**config.mk**
```make
export PLATFORM = sky130hd
export DESIGN_NAME = interval_activity_detector
export DESIGN_NICKNAME = d
export VERILOG_FILES = /design/src/rtl/interval_activity_detector.sv
export SDC_FILE = /design/constraint.sdc
export NUM_CORES = 1
export LEC_CHECK = 0
export BUFFER_PORTS_ARGS = -buffer_cell sky130_fd_sc_hd__buf_2
export CORE_ASPECT_RATIO = 1.25
export CORE_MARGIN = 1.5
export CORE_UTILIZATION = 35
export DETAILED_ROUTE_END_ITERATION = 7
export HOLD_SLACK_MARGIN = 0.15
export PLACE_DENSITY = 0.58
export SLEW_MARGIN = 20
export SYNTH_ARGS = -nofsm -noshare
export SYNTH_HDL_FRONTEND = slang
export SYNTH_SLANG_ARGS = --single-unit
```
**constraint.sdc**
```tcl
create_clock -name clk -period 11.2 [get_ports clk]
set_input_delay 2.8 -clock clk [delete_from_list [all_inputs] [get_ports clk]]
set_output_delay 2.8 -clock clk [all_outputs]
set_load 0.01 [all_outputs]
```
**src/rtl/interval_activity_detector.sv**
```systemverilog
// Per-interval peak-to-peak activity detector with on/off hysteresis thresholds.
// Define HANGOVER_EN to hold activity for HANG_LEN consecutive low intervals before dropping it.
module interval_activity_detector #(
    parameter int IDX_W    = 16,
    parameter int HANG_LEN = 4
) (
    input  logic                clk,
    input  logic                reset,
    input  logic                start,
    input  logic [31:0]         thr_on,
    input  logic [31:0]         thr_off,
    input  logic                in_valid,
    output logic                in_ready,
    input  logic signed [31:0]  in_min,
    input  logic signed [31:0]  in_max,
    input  logic                in_last,
    output logic                out_valid,
    input  logic                out_ready,
    output logic [32:0]         out_p2p,
    output logic                out_active,
    output logic [IDX_W-1:0]    out_index,
    output logic [IDX_W-1:0]    active_count,
    output logic                err,
    output logic                done
);

    typedef enum logic [2:0] {
        IDLE   = 3'd0,
        ACCEPT = 3'd1,
        CALC   = 3'd2,
        EMIT   = 3'd3,
        DONE   = 3'd4
    } state_t;

    state_t             state_q;
    logic [31:0]        thr_on_q, thr_off_q;
    logic signed [31:0] min_q, max_q;
    logic               last_q;
    logic [7:0]         hang_q;
    logic               in_ready_q, out_valid_q, active_q, err_q, done_q;
    logic [32:0]        p2p_q;
    logic [IDX_W-1:0]   index_q, count_q;

    logic               neg_d;
    logic [32:0]        diff_d, p2p_d;
    logic               active_d;
    logic [7:0]         hang_d;
    logic [IDX_W-1:0]   count_d;

    // 33-bit difference of sign-extended operands cannot overflow
    always_comb begin
        diff_d = {max_q[31], max_q} - {min_q[31], min_q};
        neg_d  = (min_q > max_q);
        p2p_d  = neg_d ? 33'd0 : diff_d;
    end

    always_comb begin
        active_d = active_q;
        hang_d   = hang_q;
        if (!active_q) begin
            if (p2p_d >= {1'b0, thr_on_q}) begin
                active_d = 1'b1;
                hang_d   = 8'(HANG_LEN);
            end
        end else if (p2p_d >= {1'b0, thr_off_q}) begin
            hang_d = 8'(HANG_LEN);
        end else begin
`ifdef HANGOVER_EN
            if (hang_q <= 8'd1) begin
                active_d = 1'b0;
                hang_d   = 8'd0;
            end else begin
                hang_d = hang_q - 8'd1;
            end
`else
            active_d = 1'b0;
`endif
        end
    end

    always_comb begin
        count_d = count_q;
        if (active_d && (count_q != '1))
            count_d = count_q + 1'b1;
    end

    always_ff @(posedge clk or negedge reset) begin
        if (!reset) begin
            state_q     <= IDLE;
            thr_on_q    <= '0;
            thr_off_q   <= '0;
            min_q       <= '0;
            max_q       <= '0;
            last_q      <= 1'b0;
            hang_q      <= '0;
            in_ready_q  <= 1'b0;
            out_valid_q <= 1'b0;
            active_q    <= 1'b0;
            err_q       <= 1'b0;
            done_q      <= 1'b0;
            p2p_q       <= '0;
            index_q     <= '0;
            count_q     <= '0;
        end else begin
            case (state_q)
                IDLE: begin
                    done_q <= 1'b0;
                    if (start) begin
                        thr_on_q   <= thr_on;
                        thr_off_q  <= thr_off;
                        index_q    <= '0;
                        count_q    <= '0;
                        err_q      <= 1'b0;
                        active_q   <= 1'b0;
                        hang_q     <= '0;
                        in_ready_q <= 1'b1;
                        state_q    <= ACCEPT;
                    end
                end
                ACCEPT: begin
                    if (in_valid) begin
                        min_q      <= in_min;
                        max_q      <= in_max;
                        last_q     <= in_last;
                        in_ready_q <= 1'b0;
                        state_q    <= CALC;
                    end
                end
                CALC: begin
                    p2p_q       <= p2p_d;
                    active_q    <= active_d;
                    hang_q      <= hang_d;
                    count_q     <= count_d;
                    if (neg_d)
                        err_q <= 1'b1;
                    out_valid_q <= 1'b1;
                    state_q     <= EMIT;
                end
                EMIT: begin
                    if (out_ready) begin
                        out_valid_q <= 1'b0;
                        if (last_q) begin
                            done_q  <= 1'b1;
                            state_q <= DONE;
                        end else begin
                            index_q    <= index_q + 1'b1;
                            in_ready_q <= 1'b1;
                            state_q    <= ACCEPT;
                        end
                    end
                end
                DONE: begin
                    done_q  <= 1'b0;
                    state_q <= IDLE;
                end
                default: state_q <= IDLE;
            endcase
        end
    end

    assign in_ready     = in_ready_q;
    assign out_valid    = out_valid_q;
    assign out_p2p      = p2p_q;
    assign out_active   = active_q;
    assign out_index    = index_q;
    assign active_count = count_q;
    assign err          = err_q;
    assign done         = done_q;

endmodule

```
# After elaboration in Yosys (flattened, before gate mapping)
# Index checks and enable logic that the tools add are counted.
dict set report op_classes {
  add_sub_neg 3
  mul 0
  div 0
  magnitude_cmp 3
  eq_ne 12
  shifts 0
  mux 29
  n_bitwise 0
  n_reduce_logical 18
}
# cell count
set ops {}
lappend ops {{$ge 33x32->1} 2}
lappend ops {{$mux 16} 4}
lappend ops {{$pmux 16 s2} 2}
lappend ops {{$mux 33} 1}
lappend ops {{$sub 32x32->33} 1}
lappend ops {{$add 16x1->16 const B} 2}
lappend ops {{$gt 32x32->1} 1}
lappend ops {{$ne 16x16->1 const B} 1}
lappend ops {{$ne 2x2->1 const B} 7}
lappend ops {{$mux 1} 12}
lappend ops {{$mux 3} 4}
lappend ops {{$pmux 3 s4} 1}
lappend ops {{$reduce_and 3->1} 4}
lappend ops {{$pmux 1 s2} 4}
lappend ops {{$reduce_and 2->1} 4}
lappend ops {{$reduce_bool 2->1} 4}
lappend ops {{$eq 3x2->1 const B} 2}
lappend ops {{$reduce_and 5->1} 1}
lappend ops {{$reduce_and 4->1} 1}
lappend ops {{$eq 3x1->1 const B} 1}
lappend ops {{$eq 3x3->1 const B} 1}
lappend ops {{$logic_not 3->1} 1}
lappend ops {{$pmux 1 s3} 1}
lappend ops {{$reduce_bool 3->1} 1}
lappend ops {{other kinds (2)} 2}
dict set report totals {
  ff_bits 202
  latch_bits 0
  ram_bits 0
  rom_bits 0
  in_bits 134
  out_inout_bits 70
  elab_cells 79
  memories 0
}

# Longest topological paths before layout
# Gate-level depths: netlist (run 1).
dict set report logic_depth {
  word_depth 8
  mapped_depth 24
  ltp_nobuf 23
}

# Worst setup path after synthesis (run 1)
# Ideal clock, no wire load.
dict set report synth_timing {
  kind {reg-to-reg}
  startpoint {reg min_q[1]}
  endpoint {reg count_q[10] (netlist: active_count[10])}
  setup_ns 0.129
  t_arrival_ns 4.877
  t_required_ns 11.071
  slack_ns 6.194
  path_stages_with_launch 24
  path_buffers 3
  synth_period_minus_slack_ns 5.006
  cell_sequence {dfrtp_1 -> inv_1 -> ha_1 -> nor2b_1 -> o31a_1 -> o41a_1 -> a221o_2 -> a21oi_2 -> nor3_1 -> nor2_2 -> buf_2 -> buf_2 -> nor2_1 -> ha_1 -> nand4_1 -> nor2_1 -> nand2_1 -> a2111oi_0 -> a211oi_1 -> a211oi_1 -> a22oi_4 -> buf_4 -> o211ai_1 -> o31ai_1}
}
dict set report synth_via {
  elab_chain_len 8
  elab_cells_between_ends 11
  cone_classes {add/sub (1); order compare (3); eq/ne (1); mux (4); reduce/logical (2)}
}
# element line_no
set synth_lines {}
lappend synth_lines {{start, declared} 37} ;# logic signed [31:0] min_q, max_q;
lappend synth_lines {{start signal, assigned} 122} ;# min_q <= in_min;
lappend synth_lines {{$sub 32x32->33 or $gt 32x32->1 (tied branches)} {52, 53}}
lappend synth_lines {{$mux 33 *} 54} ;# p2p_d = neg_d ? 33'd0 : diff_d;
lappend synth_lines {{via p2p_d[26]} 45} ;# logic [32:0] diff_d, p2p_d;
lappend synth_lines {{$ge 33x32->1, on equally long branches} {61, 65}}
lappend synth_lines {{$mux 1, on equally long branches} {61, 65}}
lappend synth_lines {{$mux 1 *} 60} ;# if (!active_q) begin
lappend synth_lines {{$logic_and 1x1->1 *} 83} ;# if (active_d && (count_q != '1))
lappend synth_lines {{$ne 2x2->1 (no source line) *} -}
lappend synth_lines {{$reduce_and 3->1 (no source line) *} -}
lappend synth_lines {{end signal, assigned} 133} ;# count_q <= count_d;
lappend synth_lines {{end, declared} 42} ;# logic [IDX_W-1:0] index_q, count_q;
# Mark *: on every way through the listed nets, which the timed path passes. The rest lies on a longest branch.
# A chain may end at the register's enable or synchronous reset.

# Worst setup path after layout (run 1)
# Ends and elaborated chain as after synthesis.

==> metrics.cfg, run 1 <==
[status]
run_status=completed

[clocking]
cts.path.max_buffers=3
clockRootBuffer=sky130_fd_sc_hd__clkbuf_16
tritoncts=built
cts.repair_timing.setup_buffer_count=0
clk-insertion-delay-late_ps=510
total_clock_buffers_created_by_cts=23
path_clk_slew_ps=60
ctsResizeCount=0
post_cts_hold_buffer_count=0
cts_num_sinks=202
htree_num_levels=1

[global_routing]
largest_net_degree_at_the_start_of_global_routing=119
track_usage_pct=18.8
first_global_vias=9343
overflow=0
grt_first_pass_wirelength_um=49700
grt_antenna_before_repair=2

[critical_path]
worst_r2r_path_depth=21
r2r_start=min_q[1]
worst_ep_arrival_time_ps=6350
worst-endpoint-required_ps=11600
critPathTopFamily=compound AO/OA/AOI/OAI gates
worstSetupStartpointType=flip-flop
crit_buf_inv=2
setup_crit_end_kind=flip-flop
r2r_setup_slack_ps=5240
critical_path.cell_chain=inv_1, ha_1, nor2b_1, o31a_1, o41a_1, a221o_2, a21oi_2, nor3_1, nor2_2, buf_4, nor3_1, ha_1, nand4_1, nor2_1, nand2_1, a2111oi_0, a211oi_1, a211oi_1, a22oi_4, nand2b_1, o31ai_1
cp_slowest_stage_delay_ps=820
path_class=flip-flop to flip-flop
critical_path_cell_count=21
crit-reg2reg-capture=active_count[10]
cp_slowest_cell=sky130_fd_sc_hd__a211oi_1
cp_max_fanout=31

[sta]
worst-slew-pin-transition_ps=1030
final.setup.worst_slack_ps=5240
slew_headroom_pct=31.2
finalCritPeriodShare_pct=53.2
max_freq_mhz=168
report.final.setup_viol=0
final-max-slew-violation-count=0
rsz_0062_raised_after_global_routing=false
clk_skew_ps=8.51
fin_crit_ps=5960
setup_tns_ps=0
finalHoldViolCount=0

[die]
chipWidth_um=165
start_util_pct=35.4
die-height_um=206
dieArea_um2=33900
std_cell_rows=74
ios=204
core_region_area_um2=32500

[logic_synthesis]
yosys.area_share.xor_xnor_pct=2.51
synth_flop_cell=sky130_fd_sc_hd__dfrtp_1
synth_area_in_simple_gates_pct=13.7
synth.yosys.warnings=0
synth_cell_types=70
synthesis.area_um2=11500
post_synthesis_adder_cell_area_fraction_pct=10.8
ys_async_sr_fraction_pct=100
synthCells=1224
net_count_after_synthesis=1457
synth_top_family_by_area=compound AO/OA/AOI/OAI gates
syn_area_per_cell_um2=9.39
synth_seq_area_share_pct=44.0
synth_edf_count=0
synthMuxAreaShare_pct=5.75
synth-seq-cells=202
synth_compound_area_share_pct=17.8

[route]
detail_route.vias_per_cell=5.05
drt_first_iter_violations=510
dr_total_vias=9320
final_antenna_net_count=0
firstDrtPassIters=5
routed_wire_length_per_instance_um=17.1
remaining_drc_errors=0
finalWirelength_um=31600

[placement]
io_buffers=203
gp_congestion=0.896
pre_cts_ws_ps=5260
number_of_instances_in_the_placed_design=1801
place.detailed.hpwl_um=24400

[finish]
flow.area_growth_from_synthesis_pct=19.9
final_std_cells_w_o_fill=1844
drive_gt1_share_pct=22.8
nNetsFinal=1641

[worst_hold_path]
min-delay-start=out_p2p[24]
hold_path_end=out_p2p[24]
min-delay-path-class=flip-flop to flip-flop
min_delay_path_depth=2

[run]
maxCapViolCount=0

routing by layer:
metal | wire length [µm] | up-vias | global-route usage (%)
li1 | - | 4629 | -
met1 | 13800 | 4442 | 23.7
met2 | 15200 | 200 | 31.8
met3 | 1610 | 49 | 3.27
met4 | 992 | 0 | 7.01
met5 | 0 | - | 0
synthesized netlist by cell type, drive strengths merged, types with 16 or more instances:
cell type    n  area share [%]
nand2      160             5.2
dfrtp      202              44
ha          98              11
a21o        26             1.7
xor2        18             1.4
inv        106             3.5
nand3       22            0.96
nor3        16            0.70
mux2        56             5.5
nor2        64             2.1
clkbuf      44             1.4
a21oi       63             2.8
o21ai      154             6.7
worst min-delay path: cells and delay by family (launching register included):
kind | cells | cell delay [ps]
flops | 1 | 340
simple gates | 1 | 50
compound gates | 1 | 50
layout by cell type, fill, tap and decap left out, types with 16 or more instances in the layout:
| cell type | netlist | layout |
|---|---|---|
| sky130_fd_sc_hd__buf_2 | 4 | 202 |
| sky130_fd_sc_hd__o21ai_0 | 151 | 151 |
| sky130_fd_sc_hd__xor2_1 | 18 | 18 |
| sky130_fd_sc_hd__ha_1 | 98 | 98 |
| sky130_fd_sc_hd__inv_1 | 106 | 106 |
| sky130_fd_sc_hd__dfrtp_1 | 202 | 202 |
| sky130_fd_sc_hd__mux2_2 | 56 | 56 |
| sky130_fd_sc_hd__nor2_1 | 63 | 62 |
| sky130_fd_sc_hd__nand2_1 | 160 | 160 |
| sky130_fd_sc_hd__clkbuf_16 | 0 | 23 |
| sky130_fd_sc_hd__a21oi_1 | 62 | 62 |
| sky130_fd_sc_hd__nand3_1 | 22 | 22 |
| sky130_fd_sc_hd__nor3_1 | 16 | 16 |
| sky130_fd_sc_hd__a21o_1 | 26 | 26 |
sequential cells by signal, summed over array words and instances, names as in the netlist:
signal / flops
in_ready: 1
last_q: 1
state_q: 3
out_p2p: 33
min_q: 32
err: 1
out_index: 16
active_count: 16
out_active: 1
max_q: 32
thr_on_q: 32
out_valid: 1
done: 1
thr_off_q: 32
per-stage QoR:
| step | util (%) | instance area [µm²] | hold WS (ps) |
|---|---|---|---|
| final | 42.4 | 13800 | 482 |
| after floorplan | - | 11500 | 452 |
| after global routing | 42.4 | 13800 | 519 |
| after global placement | 39.7 | 12900 | 457 |
| after CTS | 42.4 | 13800 | 484 |
| after detailed placement | 39.7 | 12900 | 470 |
final cells by class:
class	count	area, µm²
tap	418	523
clock inverter	12	240
timing repair buffer	210	1080
fill	3203	18700
multi-input combinational	865	5840
antenna	2	5.00
sequential	202	5050
inverter	106	398
clock buffer	29	648
cell families (layout without fill, tap and decap cells):
| family | count (synthesis) | in the layout |
|---|---|---|
| buf+inv | 157 | 357 |
| other cells | 0 | 2 |
| mux | 59 | 59 |
| xor+xnor | 33 | 33 |
| simple gates | 343 | 343 |
| fa+ha+maj | 99 | 99 |
| flops | 202 | 202 |
| compound gates | 331 | 331 |
worst max path at each step:
stage | from | end | slack [ps]
floorplan | min_q[1] | active_count[10] | 6190
global placement | min_q[1] | active_count[10] | 5430
detailed placement | min_q[1] | active_count[10] | 5260
CTS | min_q[1] | active_count[10] | 5260
global route | max_q[12] | active_count[10] | 4760
finish | min_q[1] | active_count[10] | 5240
Power of run 1 is left out: the tool's default activity adds up to more than one toggle a clock period on the data nets, which glitch-free logic cannot reach.
==> inputs of run 2 (changes only) <==
--- a/config.mk
+++ b/config.mk
@@ -5,6 +5,7 @@
 export SDC_FILE = /design/constraint.sdc
 export NUM_CORES = 1
 export LEC_CHECK = 0
+export ABC_AREA = 1
 export BUFFER_PORTS_ARGS = -buffer_cell sky130_fd_sc_hd__buf_2
 export CORE_ASPECT_RATIO = 1.25
 export CORE_MARGIN = 1.5
==> constraint.sdc (replaced) <==
create_clock -name clk -period 6.2 [get_ports clk]
set_input_delay 1.55 -clock clk [delete_from_list [all_inputs] [get_ports clk]]
set_output_delay 1.55 -clock clk [all_outputs]
set_load 0.01 [all_outputs]
==> run 2 against run 1 <==
Compared with the run above:
- the run now ends with DRC left
- fmax is 17% higher
- non-clock buffer count is 2 lower
- count of clock-buffer cells in the layout is 1 higher
- area after synthesis is 1.9% higher
- first-iteration DRC count is 69% higher
- utilization is 0.053 points higher
- final cell count is 12% higher
- die area is 1.9% higher
- sequential share of layout area is 0.36 points lower
- design area is 0.98% higher
- global-route usage hardly changed
- critical path type unchanged
- highest routed layer is now met5
==> metrics.cfg, run 2 <==
[critical_path]
setup_crit_end_kind=flip-flop
worstSetupStartpointType=flip-flop
worst_r2r_path_depth=31
cp_max_fanout=29
crit-reg2reg-capture=active_count[5]
r2r_start=min_q[4]
cp_slowest_cell=sky130_fd_sc_hd__inv_2
path_class=flip-flop to flip-flop
cp_slowest_stage_delay_ps=600
worst-endpoint-required_ps=6650
crit_top_cell=sky130_fd_sc_hd__nand2_1
worst_ep_arrival_time_ps=5540
r2r_setup_slack_ps=1110

[logic_synthesis]
top_cells_by_instance_count_after_synthesis=sky130_fd_sc_hd__nand2_1 (379), sky130_fd_sc_hd__dfrtp_1 (202), sky130_fd_sc_hd__inv_1 (158)
synth.top_cell.area_share_pct=43.2
synthesis.area_um2=11700
net_count_after_synthesis=1662
synth_cell_types=55
synth_most_common_cell=sky130_fd_sc_hd__nand2_1
ys_top_cells_by_area=sky130_fd_sc_hd__dfrtp_1 (43%), sky130_fd_sc_hd__nand2_1 (12%), sky130_fd_sc_hd__ha_1 (10%), sky130_fd_sc_hd__o21ai_0 (5.4%), sky130_fd_sc_hd__inv_1 (5.1%)
synthCells=1429
ys_async_sr_fraction_pct=100
syn_area_per_cell_um2=8.20
synth_seq_area_share_pct=43.2
synth-seq-cells=202
synth.yosys.warnings=0
synth_edf_count=0
synth_flop_cell=sky130_fd_sc_hd__dfrtp_1
synth_top_cell_by_area=sky130_fd_sc_hd__dfrtp_1

[sta]
setup_tns_ps=0
final-max-slew-violation-count=0
clk_skew_ps=27.9
fin_crit_ps=5090
slew_headroom_pct=34.1
rsz_0062_raised_after_global_routing=false
report.final.setup_viol=0
finalHoldViolCount=0
max_freq_mhz=197
final.setup.worst_slack_ps=1110
worst-slew-pin-transition_ps=989
finalCritPeriodShare_pct=82.1

[worst_hold_path]
min-delay-start=in_ready
min-delay-path-class=flip-flop to flip-flop
min_delay_path_depth=2
hold_path_end=in_ready

[finish]
multi_input_comb_area_um2=5860
final_cell_mix=sky130_fd_sc_hd__nand2_1 (379), sky130_fd_sc_hd__dfrtp_1 (202), sky130_fd_sc_hd__buf_2 (202)
final_common_cell=sky130_fd_sc_hd__nand2_1
layout.filler_cells=3366
largest_register_ff_count=33
flow.area_growth_from_synthesis_pct=18.8
nNetsFinal=1856
register_area_um2=5050
drive_gt1_share_pct=19.6

[die]
die-height_um=208
chipWidth_um=167
ios=204
core_region_area_um2=32800
dieArea_um2=34600
std_cell_rows=74
start_util_pct=35.7

[global_routing]
grt_first_pass_wirelength_um=52200
grt_antenna_before_repair=3
overflow=0
first_global_vias=10100
largest_net_degree_at_the_start_of_global_routing=124
track_usage_pct=18.7

[clocking]
ctsResizeCount=0
htree_num_levels=1
post_cts_hold_buffer_count=0
path_clk_slew_ps=60
cts_num_sinks=202
tritoncts=built
cts.path.max_buffers=3
cts.repair_timing.setup_buffer_count=0
total_clock_buffers_created_by_cts=24
clockRootBuffer=sky130_fd_sc_hd__clkbuf_16
clk-insertion-delay-late_ps=530

[status]
run_status=finished, violations left
violations_in_the_final_reports=DRC

[placement]
gp_congestion=0.841
pre_cts_ws_ps=1200
place.detailed.hpwl_um=24800
io_buffers=203

[route]
remaining_drc_errors=34
drt_first_iter_violations=864
dr_total_vias=10000
firstDrtPassIters=8
detail_route.vias_per_cell=4.86
finalWirelength_um=32300
final_antenna_net_count=0
routed_wire_length_per_instance_um=15.6

[run]
maxCapViolCount=0

==> run 2: cell count changes after synthesis, moves of 12 or more <==
cell	previous run	this run
sky130_fd_sc_hd__mux2_2	56	32
sky130_fd_sc_hd__nor2_4	0	12
sky130_fd_sc_hd__buf_2	4	17
sky130_fd_sc_hd__a21o_1	26	6
sky130_fd_sc_hd__o31ai_1	14	1
sky130_fd_sc_hd__o21ai_0	151	127
sky130_fd_sc_hd__nand3_1	22	43
sky130_fd_sc_hd__inv_1	106	158
sky130_fd_sc_hd__a21oi_1	62	74
sky130_fd_sc_hd__clkbuf_1	44	16
sky130_fd_sc_hd__nand2b_1	15	0
sky130_fd_sc_hd__nand2_1	160	379
sky130_fd_sc_hd__nor2_1	63	119
==> run 2: worst max-delay path: cells and delay by family, from the launching register on <==
| family | cells | cell delay (ps) |
|---|---|---|
| buffers and inverters | 4 | 770 |
| and+or+nand+nor | 20 | 2320 |
| adders and majority gates | 2 | 750 |
| AOI/OAI and AO/OA | 5 | 810 |
| DFF | 1 | 320 |
==> run 2: cell type report <==
type                    instances  share of cell area, %
multi-input cells            1022                   42.1
flip-flops and latches        202                   36.3
repair buffers                208                   7.75
clock buffers                  30                   4.55
inverters                     165                   4.45
well taps                     418                   3.76
clock inverters                14                   1.07
diodes                          2                 0.0360
==> run 2: stage by stage <==
| step | util (%) | instances | hold slack, ps | area (µm²) |
|---|---|---|---|---|
| 5_1_grt | 42.4 | 2059 | 492 | 13900 |
| 3_5_place_dp | 40.1 | 2015 | 454 | 13100 |
| 3_3_place_gp | 40.1 | 2015 | 450 | 13100 |
| 6_report | 42.5 | 2061 | 462 | 13900 |
| 4_1_cts | 42.4 | 2059 | 469 | 13900 |
| 2_1_floorplan | - | 1429 | 448 | 11700 |
==> run 2: how the worst max path moves through the flow <==
| stage | end | cells past startpoint | slack [ps] | start |
|---|---|---|---|---|
| 4_1_cts | active_count[12] | 26 | 1150 | min_q[4] |
| 3_5_place_dp | active_count[2] | 31 | 1200 | min_q[4] |
| 3_3_place_gp | active_count[8] | 25 | 1280 | max_q[4] |
| 6_report | active_count[5] | 31 | 1110 | min_q[4] |
| 5_1_grt | active_count[13] | 31 | 520 | min_q[8] |
| 2_1_floorplan | active_count[5] | 34 | 2400 | max_q[4] |
==> run 2: cell families (layout without fill, tap and decap cells) <==
kind of cell,after synthesis,count (layout),synth area share (%)
xor+xnor,29,29,2.17
simple gates,601,601,21.6
buf+inv,205,417,6.99
fa+ha+maj,99,99,10.6
compound gates,261,261,12.4
flops,202,202,43.2
other cells,0,2,0
mux,32,32,3.08
==> run 2: layer usage <==
layer	vias up	routed length [µm]	share of wire, %	global-route usage [%]
met1	4677	14100	44	23.9
met5	-	14	0.043	0
met3	36	1930	6.0	3.62
met4	2	629	2.0	4.23
li1	5066	-	-	-
met2	236	15600	48	32.7
Power of run 2 is left out for the same reason.
